<file path="config.mk">
export PLATFORM = sky130hd
export DESIGN_NAME = alu_op_sequencer
export DESIGN_NICKNAME = d
export VERILOG_FILES = /design/src/rtl/alu_op_sequencer.sv
export SDC_FILE = /design/constraint.sdc
export NUM_CORES = 1
export LEC_CHECK = 0
export ABC_CLOCK_PERIOD_IN_PS = 2900
export CAP_MARGIN = 20
export CELL_PAD_IN_SITES_DETAIL_PLACEMENT = 1
export CELL_PAD_IN_SITES_GLOBAL_PLACEMENT = 1
export CORE_MARGIN = 2
export CORE_UTILIZATION = 40
export DETAILED_ROUTE_END_ITERATION = 12
export PLACE_DENSITY = 0.82
export SYNTH_ARGS = -nofsm -noshare
export SYNTH_HDL_FRONTEND = slang
export SYNTH_SLANG_ARGS = --single-unit
</file>
<file path="constraint.sdc">
create_clock -name clk -period 2.9 [get_ports clk]
set_input_delay 0.435 -clock clk [delete_from_list [all_inputs] [get_ports clk]]
set_output_delay 0.435 -clock clk [all_outputs]
set_load 0.02 [all_outputs]
</file>
<file path="src/rtl/alu_op_sequencer.sv">
// Purpose: one-at-a-time command/response front end for the Kolache ALU slices.
// Latency: logic, arithmetic and shift-by-0 take 1 cycle. A shift by k takes k+1 cycles, one bit per cycle.
// Backpressure: the result is held in DONE until rsp_ready. cmd_ready stays low from acceptance until the cycle after the response handshake.
module alu_op_sequencer #(
    parameter int WIDTH = 32,
    parameter int SHW   = $clog2(WIDTH)
) (
    input  logic             clk,
    input  logic             rst,
    input  logic             cmd_valid,
    output logic             cmd_ready,
    input  logic [2:0]       cmd_op,
    input  logic [WIDTH-1:0] cmd_a,
    input  logic [WIDTH-1:0] cmd_b,
    output logic             rsp_valid,
    input  logic             rsp_ready,
    output logic [WIDTH-1:0] rsp_result,
    output logic             rsp_zero,
    output logic             rsp_neg,
    output logic             rsp_carry,
    output logic             rsp_ovf,
    output logic             busy
);

    typedef enum logic [1:0] {
        IDLE  = 2'd0,
        SHIFT = 2'd1,
        DONE  = 2'd2
    } state_t;

    state_t           state;
    state_t           state_nxt;
    logic [SHW-1:0]   cnt;
    logic             shift_right;

    logic             is_shift;
    logic [SHW-1:0]   amt;
    logic [WIDTH-1:0] b_eff;
    logic [WIDTH:0]   add_ext;
    logic [WIDTH-1:0] alu_res;
    logic             alu_carry;
    logic             alu_ovf;

    // Opcodes 110/111 are the shifts; bit 0 selects the right shift.
    assign is_shift   = cmd_op[2] & cmd_op[1];
    assign amt        = cmd_b[SHW-1:0];

    assign cmd_ready  = (state == IDLE) && !rst;
    assign rsp_valid  = (state == DONE);
    assign busy       = (state != IDLE);
    assign rsp_zero   = (rsp_result == '0);
    assign rsp_neg    = rsp_result[WIDTH-1];

    // Single-cycle ALU on the incoming command. SUB reuses the adder as a + ~b + 1.
    // Shifts pass cmd_a through: that is the final value for amount 0 and the start value otherwise.
    always_comb begin
        alu_res   = '0;
        alu_carry = 1'b0;
        alu_ovf   = 1'b0;
        b_eff     = cmd_op[0] ? ~cmd_b : cmd_b;
        add_ext   = {1'b0, cmd_a} + {1'b0, b_eff} + {{WIDTH{1'b0}}, cmd_op[0]};
        case (cmd_op)
            3'b000: alu_res = cmd_a | cmd_b;
            3'b001: alu_res = cmd_a & cmd_b;
            3'b010: alu_res = cmd_a ^ cmd_b;
            3'b011: alu_res = ~(cmd_a | cmd_b);
            3'b100, 3'b101: begin
                alu_res   = add_ext[WIDTH-1:0];
                alu_carry = add_ext[WIDTH];
                // Comparing against b_eff covers both cases: equal signs for ADD, different signs for SUB.
                alu_ovf   = (cmd_a[WIDTH-1] == b_eff[WIDTH-1]) &&
                            (alu_res[WIDTH-1] != cmd_a[WIDTH-1]);
            end
            default: alu_res = cmd_a;
        endcase
    end

    // State register.
    always_ff @(posedge clk or posedge rst) begin
        if (rst) begin
            state <= IDLE;
        end else begin
            state <= state_nxt;
        end
    end

    // Next-state logic. A nonzero shift goes to SHIFT; every other command goes straight to DONE.
    always_comb begin
        state_nxt = state;
        case (state)
            IDLE: begin
                if (cmd_valid) begin
                    state_nxt = (is_shift && (amt != '0)) ? SHIFT : DONE;
                end
            end
            SHIFT: begin
                if (cnt == SHW'(1)) begin
                    state_nxt = DONE;
                end
            end
            DONE: begin
                if (rsp_ready) begin
                    state_nxt = IDLE;
                end
            end
            default: state_nxt = IDLE;
        endcase
    end

    // Result, flag and shift-count registers. During SHIFT, rsp_result is the work register.
    always_ff @(posedge clk or posedge rst) begin
        if (rst) begin
            rsp_result  <= '0;
            rsp_carry   <= 1'b0;
            rsp_ovf     <= 1'b0;
            cnt         <= '0;
            shift_right <= 1'b0;
        end else begin
            case (state)
                IDLE: begin
                    if (cmd_valid) begin
                        rsp_result  <= alu_res;
                        rsp_carry   <= alu_carry;
                        rsp_ovf     <= alu_ovf;
                        cnt         <= is_shift ? amt : '0;
                        shift_right <= cmd_op[0];
                    end
                end
                SHIFT: begin
                    if (shift_right) begin
                        rsp_carry  <= rsp_result[0];
                        rsp_result <= {1'b0, rsp_result[WIDTH-1:1]};
                    end else begin
                        rsp_carry  <= rsp_result[WIDTH-1];
                        rsp_result <= {rsp_result[WIDTH-2:0], 1'b0};
                    end
                    cnt <= cnt - 1'b1;
                end
                default: begin
                end
            endcase
        end
    end

endmodule
</file>
* After elaboration in Yosys (flattened, before gate mapping)
Index checks and enable logic that the tools add are counted.
** Word-level totals
- Bits in writable memories :: 0
- Logic and storage cells :: 60
- Memories :: 0
- Flip-flop bits (word level) :: 42
- Bits of input ports :: 71
- Bits in latches :: 0
- Bits in read-only memories :: 0
** Operators by class
- Shift-type cells :: 0
- $lt $le $gt $ge :: 0
- $mul :: 0
- Reduce and logical (&&, ||, !) cells :: 14
- Bitwise logic cells :: 6
- Add/sub/neg operators :: 3
- Equality and inequality tests :: 13
- Divide/modulo/power cells :: 0
- Muxes and demuxes :: 18
** Operators by type and width (number)
- 32-bit case mux with 5 select lines :: 1
- 32-bit two-way mux :: 3
- 32-bit NOT :: 2
- 32-bit case mux with 2 select lines :: 1
- 32-bit by 32-bit adder with 33-bit output :: 1
- 33-bit by 1-bit adder with 33-bit output :: 1
- 32-bit bitwise AND :: 1
- 32-bit zero test :: 1
- 32-bit OR :: 1
- 32-bit XOR :: 1
- 5-bit two-way mux :: 2
- 5-bit case mux with 2 select lines :: 1
- 2-bit two-way mux :: 4
- 3-bit by 2-bit equality test with 1-bit output, second input constant :: 2
- 3-bit equality test, second input constant :: 2
- 2-bit case mux with 3 select lines :: 1
- 5-bit by 1-bit equality test with 1-bit output, second input constant :: 1
- 5-bit nonzero test :: 1
- 5-bit by 1-bit subtractor with 5-bit output, second input constant :: 1
- 1-bit two-way mux :: 4
- 2-bit inequality test, second input constant :: 2
- 2-bit AND reduction :: 2
- 2-bit nonzero test :: 2
- 3-bit by 1-bit equality test with 1-bit output, second input constant :: 1
- 13 further kinds :: 15

* Longest topological paths before layout
- Word-level depth :: 7
- Gate-level depth with buffers :: 15
- Mapped depth without buffers :: 12

* Worst setup path before layout
Ideal clock, no wire load.
- Kind :: input -> register
- Start point :: input cmd_op[0]
- End point :: register rsp_result[31]
- Stages :: 15
- Arrival time :: 4104 ps
- Library setup time :: 131 ps
- Path slack :: -1335 ps
- Path buffers :: 4
- Cells stage by stage :: clkbuf_1 -> clkbuf_1 -> clkbuf_1 -> clkbuf_1 -> xor2_1 -> ha_1 -> a2111oi_1 -> nor3_2 -> a2bb2oi_2 -> a22oi_2 -> a31oi_4 -> a31oi_4 -> o311a_4 -> and4_1 -> or3_1
** On the way
- Longest elaborated chain between the ends :: 6
** RTL lines
- start: declaration :: RTL line 12 : input logic [2:0] cmd_op,
- 32-bit two-way mux :: RTL line 60 : b_eff = cmd_op[0] ? ~cmd_b : cmd_b;
- 32-bit by 32-bit adder with 33-bit output :: RTL line 61 : add_ext = {1'b0, cmd_a} + {1'b0, b_eff} + {{WIDTH{1'b0}}, cmd_op[0]};
- 33-bit by 1-bit adder with 33-bit output :: RTL line 61
- 32-bit case mux with 5 select lines * :: RTL line 62 : case (cmd_op)
- 32-bit two-way mux * :: RTL line 121 : if (cmd_valid) begin
- 32-bit case mux with 2 select lines * :: RTL line 119 : case (state)
- end signal: assignment :: RTL line 122 : rsp_result <= alu_res;
- end signal: assignment :: RTL line 132 : rsp_result <= {1'b0, rsp_result[WIDTH-1:1]};
- end signal: assignment :: RTL line 135 : rsp_result <= {rsp_result[WIDTH-2:0], 1'b0};
- end: declaration :: RTL line 17 : output logic [WIDTH-1:0] rsp_result,
Mark *: on every way between the ends. The rest lies on a longest branch, timed or not. The select of a mux whose other input is x is not followed.
A chain may end at the register's enable or synchronous reset.

* Final worst setup path
- Start point :: input cmd_b[22]
- End point :: register rsp_result[31]
** On the way
- Longest elaborated chain between the ends :: 7
** RTL lines
- start: declaration :: RTL line 14 : input logic [WIDTH-1:0] cmd_b,
- 32-bit NOT :: RTL line 60
- 32-bit two-way mux * :: RTL line 60
- 32-bit by 32-bit adder with 33-bit output * :: RTL line 61
- 33-bit by 1-bit adder with 33-bit output * :: RTL line 61
- 32-bit case mux with 5 select lines * :: RTL line 62
- 32-bit two-way mux * :: RTL line 121
- 32-bit case mux with 2 select lines * :: RTL line 119
Marked as above.

==> results.md <==
* Status: finished, violations left
* Violated checks: negative setup slack
* Mapped Nets at 1066
* Routed vias at 9359
* Final setup vio count at 15
* CORE AREA at 16640 µm²
* Required time of the worst setup path at 3.08 ns
* Io pins at 110
* Most frequent cell on the critical path: a21oi_1
* Fillcell total at 1971
* Worst setup EP type: flip-flop
* Crit path time final at 3.114 ns
* Pre-antenna DRT Iters at 7
* Initial Utilization at 0.4101
* Peak supply drop at 0.5000 mV
* Cell Pwr Density at 670.0 nW/µm²
* Slew headroom at 0.3396
* Fmax at 321.2 MHz
* Yosys cell types at 66
* Largest net degree at the start of global routing at 65
* Critical path's slowest cell: clkdlybuf4s50_1
* CTS tree: built
* Clk buf depth at 2
* Critical path arrival at 3.30 ns
* DRC at 0
* Crit path buffers/inverters at 1
* Flops & latches, synth at 42
* Clock transition at path regs at 0.07 ns
* Worst-Skew Late Latency at 0.31 ns
* Share of layout cells above drive strength 1 at 0.2787
* P_leak at 4.756 nW
* Least-Margin Pin Slew at 0.9656 ns
* CTS H-tree depth at 2
* Prevailing post-synth register cell: dfrtp_1
* # rows at 47
* Total gr overflow at 0
* Async SR Flop Fraction at 1.000
* First-pass GRT wire length at 53400 µm
* Layout Skew at 0.02412 ns
* Share of the synthesized area in the top cell type at 0.1925
* Post-synth EDFFs at 0
* Max FO, Critical Path at 3
* CP max stage delay at 0.58 ns
* Hold Fails Final Rpt at 0
* Post-DP HPWL at 21680 µm
* Fin. max-slew vios at 0
* Post-synthesis sequential area ratio at 0.1540
* Most frequent cell after synthesis: ha_1
* Initial antenna violation count at 1
* Delay-heaviest family, CP: compound AO/OA/AOI/OAI gates
* Crit path kind: input port to flip-flop
* Register Area at 1051 µm²
* Count of input and output buffers at 109
* Synth Warn # at 0
* Max-cap violations at 0
* CTS Root Cell: clkbuf_16
* Number of global-route vias before repair at 9478
* Die height at 134.6 µm
* Avg Inst Size Synth at 7.677 µm²
* Die ar. at 18120 µm²
* DP Cell Count at 1317
* Synth-to-layout area growth at 50.60%
* Top cells by area, synth: ha_1 19%, dfrtp_1 15%, a21oi_1 5.6%
* Unrepaired setup endpoints after global routing: yes
* Worst Hold Class: flip-flop to flip-flop
* Area leader, netlist: ha_1
* Die width at 134.6 µm
* Setup_tns at -1.499 ns
* Layout net count at 1317
* Tot GR Track Use at 0.3750
* Finished Layout Cells at 1362
* Cell area after synthesis at 6825 µm²
* Crit path cell chain: clkdlybuf4s50_1, xor2_1, ha_1, a21oi_1, nor2_1, a21oi_1, o21ai_0, a31oi_4, o311a_4, nor3_1, or3_1
* Footprint of the multi-input gates at 5852 µm²
* CP startpoint kind: input port
* Routed WL per cell at 29.38 µm
* Initial DRC Count at 1218
* # clock sinks at 42
* Antenna violation net count after detailed routing at 0
* Final WL at 40010 µm
* Mapped Cells at 889
* Final period utilization at 1.074
* Top post-synthesis cells by count: 105 x ha_1, 80 x inv_1, 77 x a21oi_1
* GP Congestion at 0.8925
* TritonCTS Buffers at 5
* Vias per cell at 6.872
* Worst setup margin at -0.2138 ns
report_power, final:
group	total [W]	switching (W)	internal, W
registers	0.00143	0.000561	0.000869
clock network	0.000698	0.000288	0.000410
logic	0.00476	0.00273	0.00202
cells by family (layout without fill, tap and decap cells):
| kind of cell | after synthesis | after routing | synth area share |
|---|---|---|---|
| multiplexers | 44 | 44 | 0.06709 |
| buffers and inverters | 137 | 389 | 0.07736 |
| adder cells (fa/ha/maj) | 106 | 106 | 0.1954 |
| other | 0 | 1 | 0 |
| AO/OA/AOI/OAI | 308 | 308 | 0.3023 |
| XOR/XNOR | 57 | 57 | 0.07314 |
| AND/OR/NAND/NOR | 195 | 195 | 0.1307 |
| flip-flops | 42 | 42 | 0.1540 |
placed cells by master (no fill, tap or decap), types with 8 or more instances in the layout:
| master | n |
|---|---|
| nor4_1 | 9 |
| a211oi_1 | 24 |
| clkdlybuf4s50_1 | 74 |
| buf_12 | 8 |
| nand2_1 | 69 |
| mux2i_1 | 30 |
| dlygate4sd2_1 | 17 |
| o221ai_1 | 17 |
| a21oi_1 | 62 |
| mux2_2 | 12 |
| xnor2_1 | 17 |
| o21ai_0 | 60 |
| dfrtp_1 | 42 |
| nor2b_1 | 9 |
| a21oi_2 | 14 |
| o211ai_1 | 9 |
| nor2_1 | 54 |
| a31oi_1 | 10 |
| a21o_1 | 15 |
| inv_1 | 78 |
| o21ai_1 | 10 |
| o22ai_1 | 12 |
| buf_4 | 176 |
| xor2_2 | 9 |
| o2bb2ai_1 | 16 |
| ha_4 | 13 |
| xor2_1 | 26 |
| nor3_1 | 11 |
| ha_1 | 89 |
routing by layer:
layer  up-vias  GRT usage  wire length [µm]
met5         -          0                 0
met1      4466     0.4554             14430
met3       341    0.07245              4318
met4         0     0.2175              3593
met2       848     0.6184             17670
li1       3704          -                 -
registers in the layout, indices dropped and copies added, names as in the netlist:
name and cells:
rsp_ovf 1, state 2, cnt 5, rsp_result 32, rsp_carry 1, shift_right 1
what timing repair did:
| action | CTS | global route |
|---|---|---|
| buffers inserted | 21 | 17 |
| cloned | 1 | 0 |
| resized for setup | 98 | 61 |
| pin swaps | 49 | 49 |
| setup endpoints to repair | 25 | 21 |
| hold buffers | 0 | 0 |
final cells by class:
cell class	count	share of cell area
clock inverters	3	0.004261
well taps	220	0.02678
multi-input cells	710	0.5693
repair buffers	300	0.2554
inverters	81	0.02958
clock buffers	5	0.01217
flip-flops and latches	42	0.1023
diodes	1	0.0002435
final timing paths:
path | startpoint | endpoint | slack [ns] | cells past startpoint
worst max-delay path | cmd_b[22] | rsp_result[31] | -0.21 | 11
worst min-delay path | rsp_result[1] | rsp_result[1] | 0.57 | 2
worst max register to register | state[0] | rsp_carry | 0.08 | 5
worst min register to register | rsp_result[1] | rsp_result[1] | 0.57 | 2
max in group asynchronous | rst | cnt[1] | 1.64 | 3
min in group asynchronous | rst | rsp_result[22] | 0.62 | 2
worst register-to-register path: cells and delay by family (launching register included):
kind,cells,cell delay [ns]
flip-flops,1,0.82
AND/OR/NAND/NOR,2,0.49
buffers and inverters,1,0.24
AO/OA/AOI/OAI,2,1.11
through the flow:
| stage | utilization | hold WS (ns) | area, µm² | setup slack [ns] | total power [W] |
|---|---|---|---|---|---|
| detailed placement | 0.5554 | 0.5664 | 9244 | -0.7511 | 0.005318 |
| global route | 0.6176 | 0.5945 | 10280 | -0.2233 | 0.007090 |
| floorplan | - | 0.4964 | 6945 | -0.4994 | 0.003481 |
| finish | 0.6176 | 0.5688 | 10280 | -0.2138 | 0.006886 |
| global placement | 0.5554 | 0.5122 | 9244 | -0.6340 | 0.005114 |
| CTS | 0.5988 | 0.5682 | 9966 | 0.004023 | 0.006178 |
No activity file was read; power rests on OpenSTA's default activity.
